--- config.mk ---
export PLATFORM = sky130hd
export DESIGN_NAME = password_programmer_flat
export DESIGN_NICKNAME = d
export VERILOG_FILES = /design/src/rtl/password_programmer_if.sv /design/src/rtl/password_programmer.sv /design/src/flat_wrapper.sv
export SDC_FILE = /design/constraint.sdc
export NUM_CORES = 1
export LEC_CHECK = 0
export ABC_AREA = 1
export BUFFER_PORTS_ARGS = -buffer_cell sky130_fd_sc_hd__buf_2
export CORE_AREA = 2 2 119 63
export DETAILED_ROUTE_END_ITERATION = 8
export DIE_AREA = 0 0 121 65
export GPL_TIMING_DRIVEN = 0
export PLACE_DENSITY = 0.74
export SETUP_SLACK_MARGIN = 0.5
export SYNTH_ARGS = -nofsm -noshare
export SYNTH_HDL_FRONTEND = slang
export SYNTH_SLANG_ARGS = --single-unit
--- constraint.sdc ---
create_clock -name clk -period 1.84 [get_ports clk]
set_input_delay 0.368 -clock clk [delete_from_list [all_inputs] [get_ports clk]]
set_output_delay 0.368 -clock clk [all_outputs]
set_load 0.02 [all_outputs]
--- src/rtl/password_programmer_if.sv ---
// password_programmer_if: button/switch inputs and password RAM write port of the programmer.
interface password_programmer_if #(
    parameter int DATA_W = 4
);
    logic              bt_prog;
    logic              bt_enter;
    logic [DATA_W-1:0] sw_digit;
    logic              unlocked;
    logic [1:0]        ram_addr;
    logic [DATA_W-1:0] ram_data;
    logic              ram_wren;
    logic [1:0]        led_prog;
    logic              busy;

    modport master (
        output bt_prog, bt_enter, sw_digit, unlocked,
        input  ram_addr, ram_data, ram_wren, led_prog, busy
    );

    modport slave (
        input  bt_prog, bt_enter, sw_digit, unlocked,
        output ram_addr, ram_data, ram_wren, led_prog, busy
    );
endinterface

--- src/rtl/password_programmer.sv ---
// password_programmer: collects a 4-digit BCD password twice and, if both entries agree,
// writes it to the password RAM as a 4-word burst.
module password_programmer #(
    parameter int DIGITS      = 4,
    parameter int DATA_W      = 4,
    parameter int TIMEOUT_CYC = 250000000,
    parameter int HOLD_CYC    = 50000000
) (
    input logic                clk,
    input logic                reset,
    password_programmer_if.slave pif
);
    typedef enum logic [2:0] {IDLE, ENTER, CONFIRM, WRITE, DONE, ERROR} state_t;

    localparam logic [27:0] TO_LAST   = 28'(TIMEOUT_CYC - 1);
    localparam logic [27:0] HOLD_LAST = 28'(HOLD_CYC - 1);

    state_t            state_q, state_d;
    logic [1:0]        idx_q, idx_d;
    logic [27:0]       timer_q, timer_d;
    logic              mis_q, mis_d;
    logic [DATA_W-1:0] buf_q [DIGITS];
    logic [DATA_W-1:0] buf_d [DIGITS];
    logic [1:0]        addr_q, addr_d;
    logic [DATA_W-1:0] data_q, data_d;
    logic              wren_q, wren_d;
    logic [1:0]        led_q, led_d;
    logic              busy_q, busy_d;

    always_comb begin
        state_d = state_q;
        idx_d   = idx_q;
        timer_d = timer_q;
        mis_d   = mis_q;
        buf_d   = buf_q;
        case (state_q)
            IDLE: if (!pif.bt_prog && pif.unlocked) begin
                state_d = ENTER;
                idx_d   = 2'd0;
                timer_d = 28'd0;
            end
            ENTER, CONFIRM: begin
                timer_d = timer_q + 28'd1;
                if (!pif.unlocked) begin
                    state_d = IDLE;
                    idx_d   = 2'd0;
                    timer_d = 28'd0;
                    mis_d   = 1'b0;
                    buf_d   = '{default: '0};
                end else if (!pif.bt_enter) begin
                    timer_d = 28'd0;
                    idx_d   = idx_q + 2'd1;
                    if (state_q == ENTER) begin
                        if (pif.sw_digit > DATA_W'(9)) begin
                            state_d = ERROR;
                            idx_d   = 2'd0;
                        end else begin
                            buf_d[idx_q] = pif.sw_digit;
                            if (idx_q == 2'd3) begin
                                state_d = CONFIRM;
                                mis_d   = 1'b0;
                            end
                        end
                    end else begin
                        // every confirm digit is consumed; the verdict comes only after the 4th
                        mis_d = mis_q | (pif.sw_digit != buf_q[idx_q]);
                        if (idx_q == 2'd3) state_d = mis_d ? ERROR : WRITE;
                    end
                end else if (timer_q == TO_LAST) begin
                    state_d = ERROR;
                    idx_d   = 2'd0;
                    timer_d = 28'd0;
                end
            end
            WRITE: begin
                idx_d = idx_q + 2'd1;
                if (idx_q == 2'd3) begin
                    state_d = DONE;
                    timer_d = 28'd0;
                end
            end
            DONE, ERROR: begin
                timer_d = timer_q + 28'd1;
                if (timer_q == HOLD_LAST) begin
                    state_d = IDLE;
                    timer_d = 28'd0;
                end
            end
            default: state_d = IDLE;
        endcase
        // outputs are registered, so they are derived from the next state
        wren_d = state_d == WRITE;
        addr_d = wren_d ? idx_d : 2'd0;
        data_d = wren_d ? buf_q[idx_d] : '0;
        led_d  = (state_d == ENTER || state_d == CONFIRM || state_d == WRITE) ? 2'b11 :
                 state_d == DONE ? 2'b10 : state_d == ERROR ? 2'b01 : 2'b00;
        busy_d = state_d != IDLE;
    end

    always_ff @(posedge clk or negedge reset) begin
        if (!reset) begin
            state_q <= IDLE;
            idx_q   <= 2'd0;
            timer_q <= 28'd0;
            mis_q   <= 1'b0;
            buf_q   <= '{default: '0};
            addr_q  <= 2'd0;
            data_q  <= '0;
            wren_q  <= 1'b0;
            led_q   <= 2'b00;
            busy_q  <= 1'b0;
        end else begin
            state_q <= state_d;
            idx_q   <= idx_d;
            timer_q <= timer_d;
            mis_q   <= mis_d;
            buf_q   <= buf_d;
            addr_q  <= addr_d;
            data_q  <= data_d;
            wren_q  <= wren_d;
            led_q   <= led_d;
            busy_q  <= busy_d;
        end
    end

    assign pif.ram_addr = addr_q;
    assign pif.ram_data = data_q;
    assign pif.ram_wren = wren_q;
    assign pif.led_prog = led_q;
    assign pif.busy     = busy_q;
endmodule

--- src/flat_wrapper.sv ---
// flat-port wrapper written by rule: the top's interface ports become plain ports
module password_programmer_flat 
#(
    parameter int DIGITS      = 4,
    parameter int DATA_W      = 4,
    parameter int TIMEOUT_CYC = 250000000,
    parameter int HOLD_CYC    = 50000000
)
  (clk, reset, pif_bt_prog, pif_bt_enter, pif_sw_digit, pif_unlocked, pif_ram_addr, pif_ram_data, pif_ram_wren, pif_led_prog, pif_busy);
  password_programmer_if #(.DATA_W(DATA_W)) pif_i ();
  input logic clk;
  input logic reset;
  input wire logic [$bits(pif_i.bt_prog)-1:0] pif_bt_prog;
  input wire logic [$bits(pif_i.bt_enter)-1:0] pif_bt_enter;
  input wire logic [$bits(pif_i.sw_digit)-1:0] pif_sw_digit;
  input wire logic [$bits(pif_i.unlocked)-1:0] pif_unlocked;
  output wire logic [$bits(pif_i.ram_addr)-1:0] pif_ram_addr;
  output wire logic [$bits(pif_i.ram_data)-1:0] pif_ram_data;
  output wire logic [$bits(pif_i.ram_wren)-1:0] pif_ram_wren;
  output wire logic [$bits(pif_i.led_prog)-1:0] pif_led_prog;
  output wire logic [$bits(pif_i.busy)-1:0] pif_busy;
  assign pif_i.bt_prog = pif_bt_prog;
  assign pif_i.bt_enter = pif_bt_enter;
  assign pif_i.sw_digit = pif_sw_digit;
  assign pif_i.unlocked = pif_unlocked;
  assign pif_ram_addr = pif_i.ram_addr;
  assign pif_ram_data = pif_i.ram_data;
  assign pif_ram_wren = pif_i.ram_wren;
  assign pif_led_prog = pif_i.led_prog;
  assign pif_busy = pif_i.busy;
  password_programmer #(.DIGITS(DIGITS), .DATA_W(DATA_W), .TIMEOUT_CYC(TIMEOUT_CYC), .HOLD_CYC(HOLD_CYC)) u_core (.clk(clk), .reset(reset), .pif(pif_i));
endmodule
==> summary.md, run 1 <==
| Metric | Value |
|---|---|
| H-tree levels | 3 |
| Share of the yosys chip area belonging to registers | 0.411 |
| Per-cell via count in the routed design | a little under 6 |
| Net count after synthesis | between 500 and 600 |
| Worst Tran Pin Value | a little under 0.9 ns |
| Synthesized-area fraction occupied by and/or/nand/nor cells | 0.332 |
| CTS tree | built |
| DIE AREA | about 8000 µm² |
| Final Skew | ~0.0084 ns |
| Post-Layout Cell Count | roughly 650 |
| Violated checks | negative setup slack |
| Post-Route WL | roughly 12 mm |
| Syn Area/Cell | between 7 and 8 µm² |
| Width of the die | roughly 120 µm |
| ANT nets after route | 0 |
| Most common flop cell mapped by yosys | sky130_fd_sc_hd__dfrtp_1 |
| Wire length of the first global-routing pass | between 15 and 20 mm |
| Number of standard-cell rows in the floorplan | 22 |
| Worst flop-to-flop path endpoint | u_core.pif.ram_data[3]$_DFF_PN0_ |
| Core area | between 6000 and 7000 µm² |
| Most frequent standard cell in the layout excluding fill and tap cells | sky130_fd_sc_hd__nand2_1 |
| Flops & latches, synth | 60 |
| Setup repair after global routing missed its margin | yes |
| CTS sink cnt | 60 |
| Mux contribution to synthesized area | 0 |
| Number of cells on the worst reg-to-reg path | 14 |
| Synth Warn # | 0 |
| Total CTS buffers | 9 |
| Maximum buffer depth of the clock tree | 2 |
| Compound-gate portion of the synthesized area | 0.136 |
| Vertical die dimension | roughly 65 µm |
| XOR/XNOR share of the synthesized area | 0.00719 |
| Synthesized area | roughly 3700 µm² |
| Number of global-route vias before repair | ~3400 |
| DRC violations left | 0 |
| Gr usage total | 0.301 |
| Clk pin slew, worst setup/hold paths | about 0.060 ns |
| Max-capacitance violation count | 0 |
| Global-route congestion overflow total | 0 |
| Post-synthesis cell type count | 45 |
| I/O pins | 19 |
| Arrival time worst endpoint | roughly 2.4 ns |
| Fraction of layout instances using a drive strength above 1 | 0.418 |
| GR Util met1 | 0.466 |
| Worst max-slew margin expressed relative to the limit | 0.422 |
| Critical path launch point type | input pin |
| Top library cells by usage in the layout, fill and taps aside | 86 x sky130_fd_sc_hd__nand2_1, 60 x sky130_fd_sc_hd__inv_1, 52 x sky130_fd_sc_hd__dfrtp_1 |
| Drt wl/cell | roughly 18 µm |
| Final worst hold slack | approximately 0.11 ns |
| Hold violation count in the final report | 0 |
| Buffers plus inverters on the worst setup path | 3 |
| Starting Density | 0.525 |
| Busiest layer in global routing | met1 |
| Outcome | finished, violations left |
| Largest family of logic cells by synthesized area | simple AND/OR/NAND/NOR gates |
| P per Cell Area | between 1000 and 1500 nW/µm² |
| Final layout net count | between 500 and 600 |
| Final-report max-slew violation count | 0 |
| Mapped Cells | a little under 500 |
| Worst path setup slack after routing | -0.288 ns |
| Clock Latency Late Sink | approximately 0.34 ns |
| Area growth, synth to finish | 38.9% |
| Critical path capture point type | register |
| Critical path class | input pin to register |
| Maximum number of pins on one net before global-route repair | 61 |
| Routing usage on met2 | 0.392 |
| Count of input and output buffers | 18 |
| Tightest Hold Check Type | input pin to async pin |
| Router iterations before antenna repair | 5 |
| Leakage power | roughly 2.2 nW |
| Dpl cells | between 600 and 700 |
| M3 GR Usage | 0.0960 |
| Post-detail-place hpwl | roughly 7.4 mm |
| Initial antenna violation count | 0 |
| Number of setup violations in the final report | 39 |
| Reg-to-reg setup timing slack | -0.19 ns |
| Fraction of the mapped netlist area in adder cells | 0.0171 |
| Crit path required time | around 2.1 ns |
| Detailed-route via count | approximately 3800 |
| Aggregate negative setup slack | -5.96 ns |
| Minimum clock period | approximately 2.1 ns |
| Highest achievable clock rate | about 470 MHz |
| Cells along the critical path | buf_2, clkbuf_1, nand2_2, nor2_2, o21ai_1, nand2_4, clkinvlp_4, nand3_1, a21oi_2 |
| Worst path slowest cell | sky130_fd_sc_hd__clkbuf_1 |
| Number of hold buffers added after cts | 0 |
| Root buffer cell | sky130_fd_sc_hd__clkbuf_16 |
| Final weighted congestion in routability-driven placement | 0.970 |
| Starting DRT DRC Count | around 430 |
| Startpoint of the worst-slack reg-to-reg timing path | u_core.timer_q[5]$_DFFE_PN0P_ |
| ANT cells | 0 |
| CP peak stage delay | approximately 0.65 ns |
| Highest ir drop seen on vdd | approximately 0.86 mV |
| Top Family by Delay on Critical Path | buffers and inverters |
| Critical Path Fanout Max | 10 |
| Proportion of register bits with asynchronous set or reset after synthesis | 1.00 |
| Number of enable flip-flop cells after synthesis | 0 |
| Finished Core Util | 0.729 |
| Final worst path period share | 1.16 |
[per-stage QoR]
| step | area [µm²] | total power [mW] | worst slack [ns] |
|---|---|---|---|
| floorplan | 3720 | 3.57 | 0.0717 |
| global placement | 3930 | 4.13 | -0.353 |
| detailed placement | 3930 | 4.19 | -0.396 |
| CTS | 4740 | 6.76 | -0.122 |
| global route | 5080 | 7.64 | -0.319 |
| finish | 5080 | 7.27 | -0.288 |
[worst max-delay path by stage]
stage | from | end | slack (ns) | depth (start not counted)
floorplan | u_core.timer_q[0]$_DFFE_PN0P_ | u_core.timer_q[16]$_DFFE_PN0P_ | 0.07 | 13
global placement | pif_unlocked | u_core.timer_q[18]$_DFFE_PN0P_ | -0.35 | 9
detailed placement | pif_unlocked | u_core.timer_q[18]$_DFFE_PN0P_ | -0.40 | 9
CTS | u_core.timer_q[1]$_DFFE_PN0P_ | u_core.timer_q[22]$_DFFE_PN0P_ | -0.12 | 13
global route | pif_unlocked | u_core.pif.ram_data[2]$_DFF_PN0_ | -0.32 | 11
finish | pif_unlocked | u_core.pif.ram_data[1]$_DFF_PN0_ | -0.29 | 9
[metal layers]
| metal | wire length, µm | part of all wire |
|---|---|---|
| met1 | 5270 | 0.46 |
| met3 | 1440 | 0.12 |
| met2 | 4650 | 0.40 |
| met5 | 0 | 0 |
| met4 | 151 | 0.013 |
[registers in the layout, summed over array words and instances (netlist names)]
signal               count
u_core.pif.ram_addr      2
u_core.buf_q            16
u_core.state_q           3
u_core.timer_q          28
u_core.pif.ram_data      4
u_core.pif.led_prog      2
u_core.mis_q             1
u_core.idx_q             2
u_core.pif.ram_wren      1
u_core.pif.busy          1
[synth_stat cells, types with 3 or more instances]
library cell / number / share of area
sky130_fd_sc_hd__a31oi_1: 4 / 0.0068
sky130_fd_sc_hd__nand2_2: 8 / 0.014
sky130_fd_sc_hd__nand3_1: 45 / 0.062
sky130_fd_sc_hd__nor4_1: 4 / 0.0068
sky130_fd_sc_hd__a21oi_2: 4 / 0.0096
sky130_fd_sc_hd__xnor2_1: 3 / 0.0072
sky130_fd_sc_hd__dfrtp_1: 60 / 0.41
sky130_fd_sc_hd__o21ai_1: 8 / 0.011
sky130_fd_sc_hd__a21oi_1: 24 / 0.033
sky130_fd_sc_hd__nand2_4: 5 / 0.015
sky130_fd_sc_hd__nand4_1: 8 / 0.014
sky130_fd_sc_hd__nor2_2: 4 / 0.0068
sky130_fd_sc_hd__o22ai_1: 16 / 0.027
sky130_fd_sc_hd__nand2_1: 108 / 0.11
sky130_fd_sc_hd__o21ai_0: 14 / 0.019
sky130_fd_sc_hd__nor2_1: 41 / 0.042
sky130_fd_sc_hd__nor3_1: 14 / 0.019
sky130_fd_sc_hd__ha_1: 5 / 0.017
sky130_fd_sc_hd__inv_1: 72 / 0.074
sky130_fd_sc_hd__inv_2: 10 / 0.010
[where the power goes]
part / leakage, nW / internal (mW) / switching [mW]
Combinational: 1.32 / 1.48 / 2.32
Clock: 0.137 / 1.04 / 0.630
Sequential: 0.792 / 1.60 / 0.206
[timing repair]
action / 4_1_cts / 5_1_grt
setup endpoints to repair: 60 / 60
pin swaps: 28 / 19
resized for setup: 81 / 65
setup buffers: 26 / 8
gates cloned: 2 / 0
[cell families (layout without fill, tap and decap cells)]
family          count (synthesis)  count (layout)
simple gates                  250             250
buf+inv                        88             158
compound gates                 82              82
flops                          60              60
fa+ha+maj                       5               5
xor+xnor                        3               3
[worst reg2reg max path, delay by kind of cell (launching register included)]
kind	cells	cell delay, ns
buf+inv	2	0.22
flops	1	0.41
simple gates	11	1.24
compound gates	1	0.05
[layout make-up]
| type | count | area (µm²) |
|---|---|---|
| fillers | 482 | 1890 |
| clock inverters | 7 | 67.6 |
| well taps | 96 | 120 |
| multi-input cells | 340 | 2350 |
| plain buffers | 6 | 57.6 |
| inverters | 82 | 327 |
| clock buffers | 9 | 225 |
| flip-flops and latches | 60 | 1510 |
| repair buffers | 54 | 414 |
(Power assumes the default switching activity.)
==> run 2, diff against run 1 <==
- CELL_PAD_IN_SITES_DETAIL_PLACEMENT: default -> 0
- CELL_PAD_IN_SITES_GLOBAL_PLACEMENT: default -> 1
- CORE_AREA: 2 2 119 63 -> 2 2 137 72
- DIE_AREA: 0 0 121 65 -> 0 0 139 74
- PLACE_DENSITY: 0.74 -> 0.75
- SETUP_SLACK_MARGIN: 0.5 -> default
- SLEW_MARGIN: default -> 30
==> run 2 against run 1 <==
The run still ends with negative setup slack left. Critical path depth is 6 higher. Setup slack better by 0.14 ns. Sequential share of layout area is 0.44 points lower. Hold slack better by 0.34 ns.
==> summary.md, run 2 (synthesis gave the netlist of run 1 again) <==
| Metric | Value |
|---|---|
| Clock Latency Late Sink | 0.33 ns (was 0.34 ns) |
| Final worst path period share | 1.08 (was 1.16) |
| Max-capacitance violation count | 0 (unchanged) |
| Global-route congestion overflow total | 0 (unchanged) |
| I/O pins | 19 (unchanged) |
| Number of global-route vias before repair | 3185 (was 3412) |
| Tightest Hold Check Type | input pin to register (was input pin to async pin) |
| Outcome | finished, violations left (unchanged) |
| H-tree levels | 3 (unchanged) |
| Maximum number of pins on one net before global-route repair | 42 (was 61) |
| Final-report max-slew violation count | 0 (unchanged) |
| Gr usage total | 0.228 (was 0.301) |
| Post-detail-place hpwl | 7.94 mm (was 7.40 mm) |
| Multi-input combinational cell area | 2330 µm² (was 2350 µm²) |
| Sequential cell area | 1510 µm² (about the same) |
| Starting DRT DRC Count | 273 (was 434) |
| Highest ir drop seen on vdd | 0.589 mV (was 0.859 mV) |
| Aggregate negative setup slack | -3.40 ns (was -5.96 ns) |
| Detailed-route via count | 3613 (was 3781) |
| Initial antenna violation count | 0 (unchanged) |
| Worst max-slew margin expressed relative to the limit | 0.594 (was 0.422) |
| Arrival time worst endpoint | 2.24 ns (was 2.35 ns) |
| Final Skew | 0.00949 ns (was 0.00839 ns) |
| Top library cells by usage in the layout, fill and taps aside | 77 x sky130_fd_sc_hd__nand2_1, 62 x sky130_fd_sc_hd__inv_1, 55 x sky130_fd_sc_hd__dfrtp_1 (was 86 x sky130_fd_sc_hd__nand2_1, 60 x sky130_fd_sc_hd__inv_1, 52 x sky130_fd_sc_hd__dfrtp_1) |
| Drt wl/cell | 17.1 µm (was 17.6 µm) |
| Worst Tran Pin Value | 0.609 ns (was 0.867 ns) |
| CTS sink cnt | 60 (unchanged) |
| Critical path capture point type | register (unchanged) |
| Number of setup violations in the final report | 38 (was 39) |
| P per Cell Area | 1420 nW/µm² (was 1430 nW/µm²) |
| Critical path class | register to register (was input pin to register) |
| Setup slack at placement | -0.468 ns (was -0.396 ns) |
| Max reg flops | 28 (unchanged) |
| Critical Path Fanout Max | 9 (was 10) |
| Clk pin slew, worst setup/hold paths | 0.05 ns (was 0.06 ns) |
| Finished Core Util | 0.563 (was 0.729) |
| Dpl cells | 628 (was 602) |
| Switch share | 0.415 (was 0.434) |
| DRC violations left | 0 (unchanged) |
| Highest achievable clock rate | 503 MHz (was 470 MHz) |
| Critical path launch point type | register (was input pin) |
| Post-Layout Cell Count | 682 (was 654) |
| Minimum clock period | 1.99 ns (was 2.13 ns) |
| Width of the die | 139 µm (was 121 µm) |
| Wire length of the first global-routing pass | 17.6 mm (about the same) |
| DIE AREA | 10300 µm² (was 7870 µm²) |
| Most frequent standard cell in the layout excluding fill and tap cells | sky130_fd_sc_hd__nand2_1 (unchanged) |
| Worst path setup slack after routing | -0.148 ns (was -0.288 ns) |
| Final worst hold slack | 0.446 ns (was 0.107 ns) |
| Post-Layout Inst Area | 5140 µm² (was 5080 µm²) |
| Hold violation count in the final report | 0 (unchanged) |
| Final weighted congestion in routability-driven placement | 0.876 (was 0.970) |
| Final layout net count | 572 (was 567) |
| Design internal power | 4.26 mW (was 4.12 mW) |
| Per-cell via count in the routed design | 5.30 (was 5.78) |
| Relative contribution of the clock network to total power | 0.232 (was 0.229) |
| Root buffer cell | sky130_fd_sc_hd__clkbuf_16 (unchanged) |
| Router iterations before antenna repair | 5 (unchanged) |
| Total CTS buffers | 9 (unchanged) |
| Setup repair after global routing missed its margin | yes (unchanged) |
| Design Power | 7.28 mW (was 7.27 mW) |
| Post-Route WL | 11.6 mm (was 11.5 mm) |
| Leakage power | 2.32 nW (was 2.25 nW) |
| Vertical die dimension | 74 µm (was 65 µm) |
| Core area | 9130 µm² (was 6960 µm²) |
| Instance area after placement | 3930 µm² (about the same) |
| Sw power | 3.02 mW (was 3.16 mW) |
| ANT nets after route | 0 (unchanged) |
| Register share of total power | 0.249 (was 0.248) |
| Count of input and output buffers | 18 (unchanged) |
| Filler Cell Count | 833 (was 482) |
| Part of the power in combinational logic | 0.519 (was 0.523) |
| Starting Density | 0.400 (was 0.525) |
| Fraction of layout instances using a drive strength above 1 | 0.401 (was 0.418) |
| Violated checks | negative setup slack (unchanged) |
| Crit path required time | 2.09 ns (was 2.07 ns) |
| ANT cells | 0 (unchanged) |
| Number of standard-cell rows in the floorplan | 25 (was 22) |
| Largest reg by FF count | u_core.timer_q (unchanged) |
| Maximum buffer depth of the clock tree | 2 (unchanged) |
| CTS tree | built (unchanged) |
| Area growth, synth to finish | 40.7% (was 38.9%) |
-- run 2: cell types whose count changed in the layout (fill, tap and decap cells not counted), moves of 4 or more --
cell,change
sky130_fd_sc_hd__a21oi_2,+4
sky130_fd_sc_hd__o22ai_2,-4
sky130_fd_sc_hd__nand2_4,+8
sky130_fd_sc_hd__buf_6,-5
sky130_fd_sc_hd__nand3_1,+5
sky130_fd_sc_hd__o22ai_1,+4
sky130_fd_sc_hd__nand2_1,-9
sky130_fd_sc_hd__clkinvlp_4,-4
sky130_fd_sc_hd__buf_4,+7
sky130_fd_sc_hd__nand3_2,-7
-- run 2: area by class of cell --
cell class                 count  area share
multi-input combinational    340       0.453
sequential                    60       0.293
timing repair buffer          59      0.0927
inverter                      82      0.0618
clock buffer                  12      0.0499
tap                          121      0.0295
buffer                         6      0.0129
clock inverter                 2     0.00682
-- run 2: final timing paths --
kind	from	endpoint	slack, ns	cells after the start
max	u_core.timer_q[0]$_DFFE_PN0P_	u_core.pif.ram_data[0]$_DFF_PN0_	-0.15	15
min	pif_sw_digit[2]	u_core.buf_q[6]$_DFFE_PN0P_	0.45	3
max reg2reg	u_core.timer_q[0]$_DFFE_PN0P_	u_core.pif.ram_data[0]$_DFF_PN0_	-0.15	15
min reg2reg	u_core.mis_q$_DFFE_PN0P_	u_core.mis_q$_DFFE_PN0P_	0.49	1
max in group asynchronous	reset	u_core.idx_q[0]$_DFF_PN0_	0.84	3
min in group asynchronous	reset	u_core.timer_q[3]$_DFFE_PN0P_	0.47	2
-- run 2: power groups by stage --
stage	Combinational, mW	Sequential (mW)	Clock, mW
after floorplan	1.73	1.79	0
after global placement	2.38	1.79	0
after detailed placement	2.37	1.80	0
after CTS	2.99	1.78	1.73
after global routing	4.09	1.84	1.79
final	3.78	1.81	1.69
-- run 2: worst max-delay path, stage by stage, from the launching register on --
cell,delay (ns)
sky130_fd_sc_hd__dfrtp_1,0.36
sky130_fd_sc_hd__ha_2,0.21
sky130_fd_sc_hd__nand2_1,0.07
sky130_fd_sc_hd__nor3_1,0.13
sky130_fd_sc_hd__nand2_1,0.11
sky130_fd_sc_hd__nor2_4,0.10
sky130_fd_sc_hd__nand2_2,0.10
sky130_fd_sc_hd__nand2_4,0.11
sky130_fd_sc_hd__nand2_2,0.05
sky130_fd_sc_hd__nand2_1,0.06
sky130_fd_sc_hd__nand2_2,0.06
sky130_fd_sc_hd__nand2_4,0.11
sky130_fd_sc_hd__nand2_4,0.09
sky130_fd_sc_hd__nand2_1,0.10
sky130_fd_sc_hd__nand3_2,0.09
sky130_fd_sc_hd__a21oi_4,0.15
-- run 2: repair_timing --
item                                    CTS  global route
resized for setup                        57            99
endpoints found under the setup margin   44            59
endpoints found under the hold margin    19             0
setup buffers                            25            13
hold buffers                              1             0
pin swaps                                21            28
gates cloned                              1             1
-- run 2: metal layers --
layer | GRT usage | part of all wire | vias to the layer above
met5 | 0 | 0 | -
met4 | 0.0483 | 0.0062 | 0
met3 | 0.0695 | 0.10 | 8
met2 | 0.270 | 0.37 | 154
met1 | 0.382 | 0.52 | 1699
li1 | - | - | 1752
==> run 3, diff against run 2 <==
- CELL_PAD_IN_SITES_DETAIL_PLACEMENT: 0 -> 1
- CELL_PAD_IN_SITES_GLOBAL_PLACEMENT: 1 -> 2
- CORE_AREA: 2 2 137 72 -> 2 2 152 80
- DIE_AREA: 0 0 139 74 -> 0 0 154 82
- PLACE_DENSITY: 0.75 -> 0.76
==> run 3 against run 2 <==
The flow still finishes with violations (negative setup slack). Combinational power rose by 16%. Maximum frequency shrank 3.9%. Hold slack worse by 0.045 ns. Sequential power hardly changed. Final area increased by 8.2%.
==> summary.md, run 3 (synthesis gave the netlist of run 1 again) <==
| Metric | Value |
|---|---|
| Outcome | finished, violations left (unchanged) |
| Violated checks | negative setup slack (unchanged) |
| Clock Latency Late Sink | 0.34 ns (was 0.33 ns) |
| Highest achievable clock rate | 483 MHz (was 503 MHz) |
| Worst max-slew margin expressed relative to the limit | 0.432 (was 0.594) |
| Wire length of the first global-routing pass | 20.7 mm (was 17.6 mm) |
| CTS sink cnt | 60 (unchanged) |
| Post-Layout Inst Area | 5560 µm² (was 5140 µm²) |
| Critical Path Fanout Max | 7 (was 9) |
| Global-route congestion overflow total | 0 (unchanged) |
| DIE AREA | 12600 µm² (was 10300 µm²) |
| Drt wl/cell | 19.6 µm (was 17.1 µm) |
| Highest ir drop seen on vdd | 0.630 mV (was 0.589 mV) |
| Top library cells by usage in the layout, fill and taps aside | 74 x sky130_fd_sc_hd__nand2_1, 62 x sky130_fd_sc_hd__inv_1, 53 x sky130_fd_sc_hd__dfrtp_1 (was 77 x sky130_fd_sc_hd__nand2_1, 62 x sky130_fd_sc_hd__inv_1, 55 x sky130_fd_sc_hd__dfrtp_1) |
| Count of input and output buffers | 18 (unchanged) |
| Metal3 WL | 925 µm (was 1.20 mm) |
| Starting DRT DRC Count | 221 (was 273) |
| Gr usage total | 0.219 (was 0.228) |
| Critical path launch point type | register (unchanged) |
| Buffers plus inverters on the worst setup path | 0 (unchanged) |
| I/O pins | 19 (unchanged) |
| CTS tree | built (unchanged) |
| Setup slack at placement | -0.574 ns (was -0.468 ns) |
| Worst Tran Pin Value | 0.852 ns (was 0.609 ns) |
| ANT cells | 0 (unchanged) |
| Number of standard-cell rows in the floorplan | 28 (was 25) |
| Clk pin slew, worst setup/hold paths | 0.06 ns (was 0.05 ns) |
| Maximum buffer depth of the clock tree | 2 (unchanged) |
| Final layout net count | 583 (was 572) |
| Area growth, synth to finish | 52.2% (was 40.7%) |
| Arrival time worst endpoint | 2.33 ns (was 2.24 ns) |
| Maximum number of pins on one net before global-route repair | 38 (was 42) |
| Final-report max-slew violation count | 0 (unchanged) |
| Number of setup violations in the final report | 44 (was 38) |
| Number of global-route vias before repair | 3626 (was 3185) |
| Vertical die dimension | 82 µm (was 74 µm) |
| Initial antenna violation count | 0 (unchanged) |
| Max reg flops | 28 (unchanged) |
| Design Power | 8.08 mW (was 7.28 mW) |
| Post-Layout Cell Count | 724 (was 682) |
| Router iterations before antenna repair | 4 (was 5) |
| Worst path slowest cell | sky130_fd_sc_hd__dfrtp_1 (unchanged) |
| Largest reg by FF count | u_core.timer_q (unchanged) |
| Hold violation count in the final report | 0 (unchanged) |
| DRC violations left | 0 (unchanged) |
| Top Family by Delay on Critical Path | simple AND/OR/NAND/NOR gates (unchanged) |
| Final worst path period share | 1.12 (was 1.08) |
| Fraction of layout instances using a drive strength above 1 | 0.463 (was 0.401) |
| Instance area after placement | 3970 µm² (was 3930 µm²) |
| Crit path required time | 2.10 ns (was 2.09 ns) |
| CP peak stage delay | 0.47 ns (was 0.36 ns) |
| Aggregate negative setup slack | -4.91 ns (was -3.40 ns) |
| Most frequent standard cell in the layout excluding fill and tap cells | sky130_fd_sc_hd__nand2_1 (unchanged) |
| Per-cell via count in the routed design | 5.11 (was 5.30) |
| Final Skew | 0.00917 ns (was 0.00949 ns) |
| Leakage power | 2.54 nW (was 2.32 nW) |
| Top routing layer in use | met4 (unchanged) |
| Width of the die | 154 µm (was 139 µm) |
| Final worst hold slack | 0.402 ns (was 0.446 ns) |
| Detailed-route via count | 3697 (was 3613) |
| ANT nets after route | 0 (unchanged) |
| Minimum clock period | 2.07 ns (was 1.99 ns) |
| Critical path capture point type | register (unchanged) |
| H-tree levels | 3 (unchanged) |
| Worst path setup slack after routing | -0.229 ns (was -0.148 ns) |
| Root buffer cell | sky130_fd_sc_hd__clkbuf_16 (unchanged) |
| Finished Core Util | 0.488 (was 0.563) |
| Total CTS buffers | 9 (unchanged) |
| Met1 Wirelength | 7.53 mm (was 6.01 mm) |
| P per Cell Area | 1450 nW/µm² (was 1420 nW/µm²) |
| Post-Route WL | 14.2 mm (was 11.6 mm) |
| Max-capacitance violation count | 0 (unchanged) |
| Starting Density | 0.321 (was 0.400) |
| Core area | 11400 µm² (was 9130 µm²) |
| Final weighted congestion in routability-driven placement | 0.848 (was 0.876) |
| Critical path class | register to register (unchanged) |
| Dpl cells | 657 (was 628) |
| Setup repair after global routing missed its margin | yes (unchanged) |
| Metal2 WL | 5.65 mm (was 4.34 mm) |
| Cells along the critical path | nor3_1, nand2_1, nor2_2, nand2_4, nand2_4, nand2_2, nand2_2, nand2_2, nand2_4, nand2_4, nand2_2, nand3_2, a21oi_4 (was ha_2, nand2_1, nor3_1, nand2_1, nor2_4, nand2_2, nand2_4, nand2_2, nand2_1, nand2_2, nand2_4, nand2_4, nand2_1, nand3_2, a21oi_4) |
| Tightest Hold Check Type | input pin to register (unchanged) |
| Post-detail-place hpwl | 9.53 mm (was 7.94 mm) |
-- run 3: cell types whose count changed in the layout (fill, tap and decap cells not counted), sizes merged --
cell,before,now
clkbuf,14,15
inv,81,82
nand2,121,122
clkinvlp,0,1
bufinv,1,2
clkinv,2,1
buf,62,71
-- run 3: timing repair --
item	CTS	global route
pin swaps	27	38
endpoints found under the setup margin	58	59
hold endpoints to repair	23	0
hold buffers	1	0
gates cloned	1	1
buffers inserted	29	21
gates resized for setup	88	133
-- run 3: final cells by class --
cell class | instances | area, µm²
clock buffers | 12 | 246
inverters | 82 | 330
plain buffers | 6 | 68.8
multi-input cells | 341 | 2590
flip-flops and latches | 60 | 1510
repair buffers | 69 | 553
fillers | 1305 | 5830
clock inverters | 4 | 72.6
well taps | 150 | 188
-- run 3: worst paths after layout --
path                                                 from                               end  slack, ns  cells past startpoint
max in group asynchronous                           reset         u_core.idx_q[0]$_DFF_PN0_       0.81                      3
hold / removal                            pif_sw_digit[3]       u_core.buf_q[7]$_DFFE_PN0P_       0.40                      3
min in group asynchronous                           reset    u_core.timer_q[19]$_DFFE_PN0P_       0.49                      2
hold reg to reg                  u_core.mis_q$_DFFE_PN0P_          u_core.mis_q$_DFFE_PN0P_       0.51                      1
setup / recovery           u_core.timer_q[19]$_DFFE_PN0P_  u_core.pif.ram_data[2]$_DFF_PN0_      -0.23                     13
setup reg to reg           u_core.timer_q[19]$_DFFE_PN0P_  u_core.pif.ram_data[2]$_DFF_PN0_      -0.23                     13
-- run 3: layer usage --
| metal | GRT usage | up-vias |
|---|---|---|
| li1 | - | 1764 |
| met1 | 0.353 | 1845 |
| met2 | 0.289 | 81 |
| met3 | 0.0507 | 7 |
| met4 | 0.0393 | 0 |
| met5 | 0 | - |
-- run 3: worst reg2reg max path: cells and delay by family (launching register included) --
family / cells / cell delay, ns
compound gates: 1 / 0.16
simple gates: 12 / 1.37
flops: 1 / 0.47
-- run 3: where the power goes --
group / total (mW) / internal (mW) / leakage (nW) / switching [mW]
combinational: 4.37 / 1.75 / 1.59 / 2.62
sequential: 1.84 / 1.59 / 0.794 / 0.245
clock: 1.87 / 1.22 / 0.153 / 0.647
total: 8.08 / 4.57 / 2.54 / 3.51
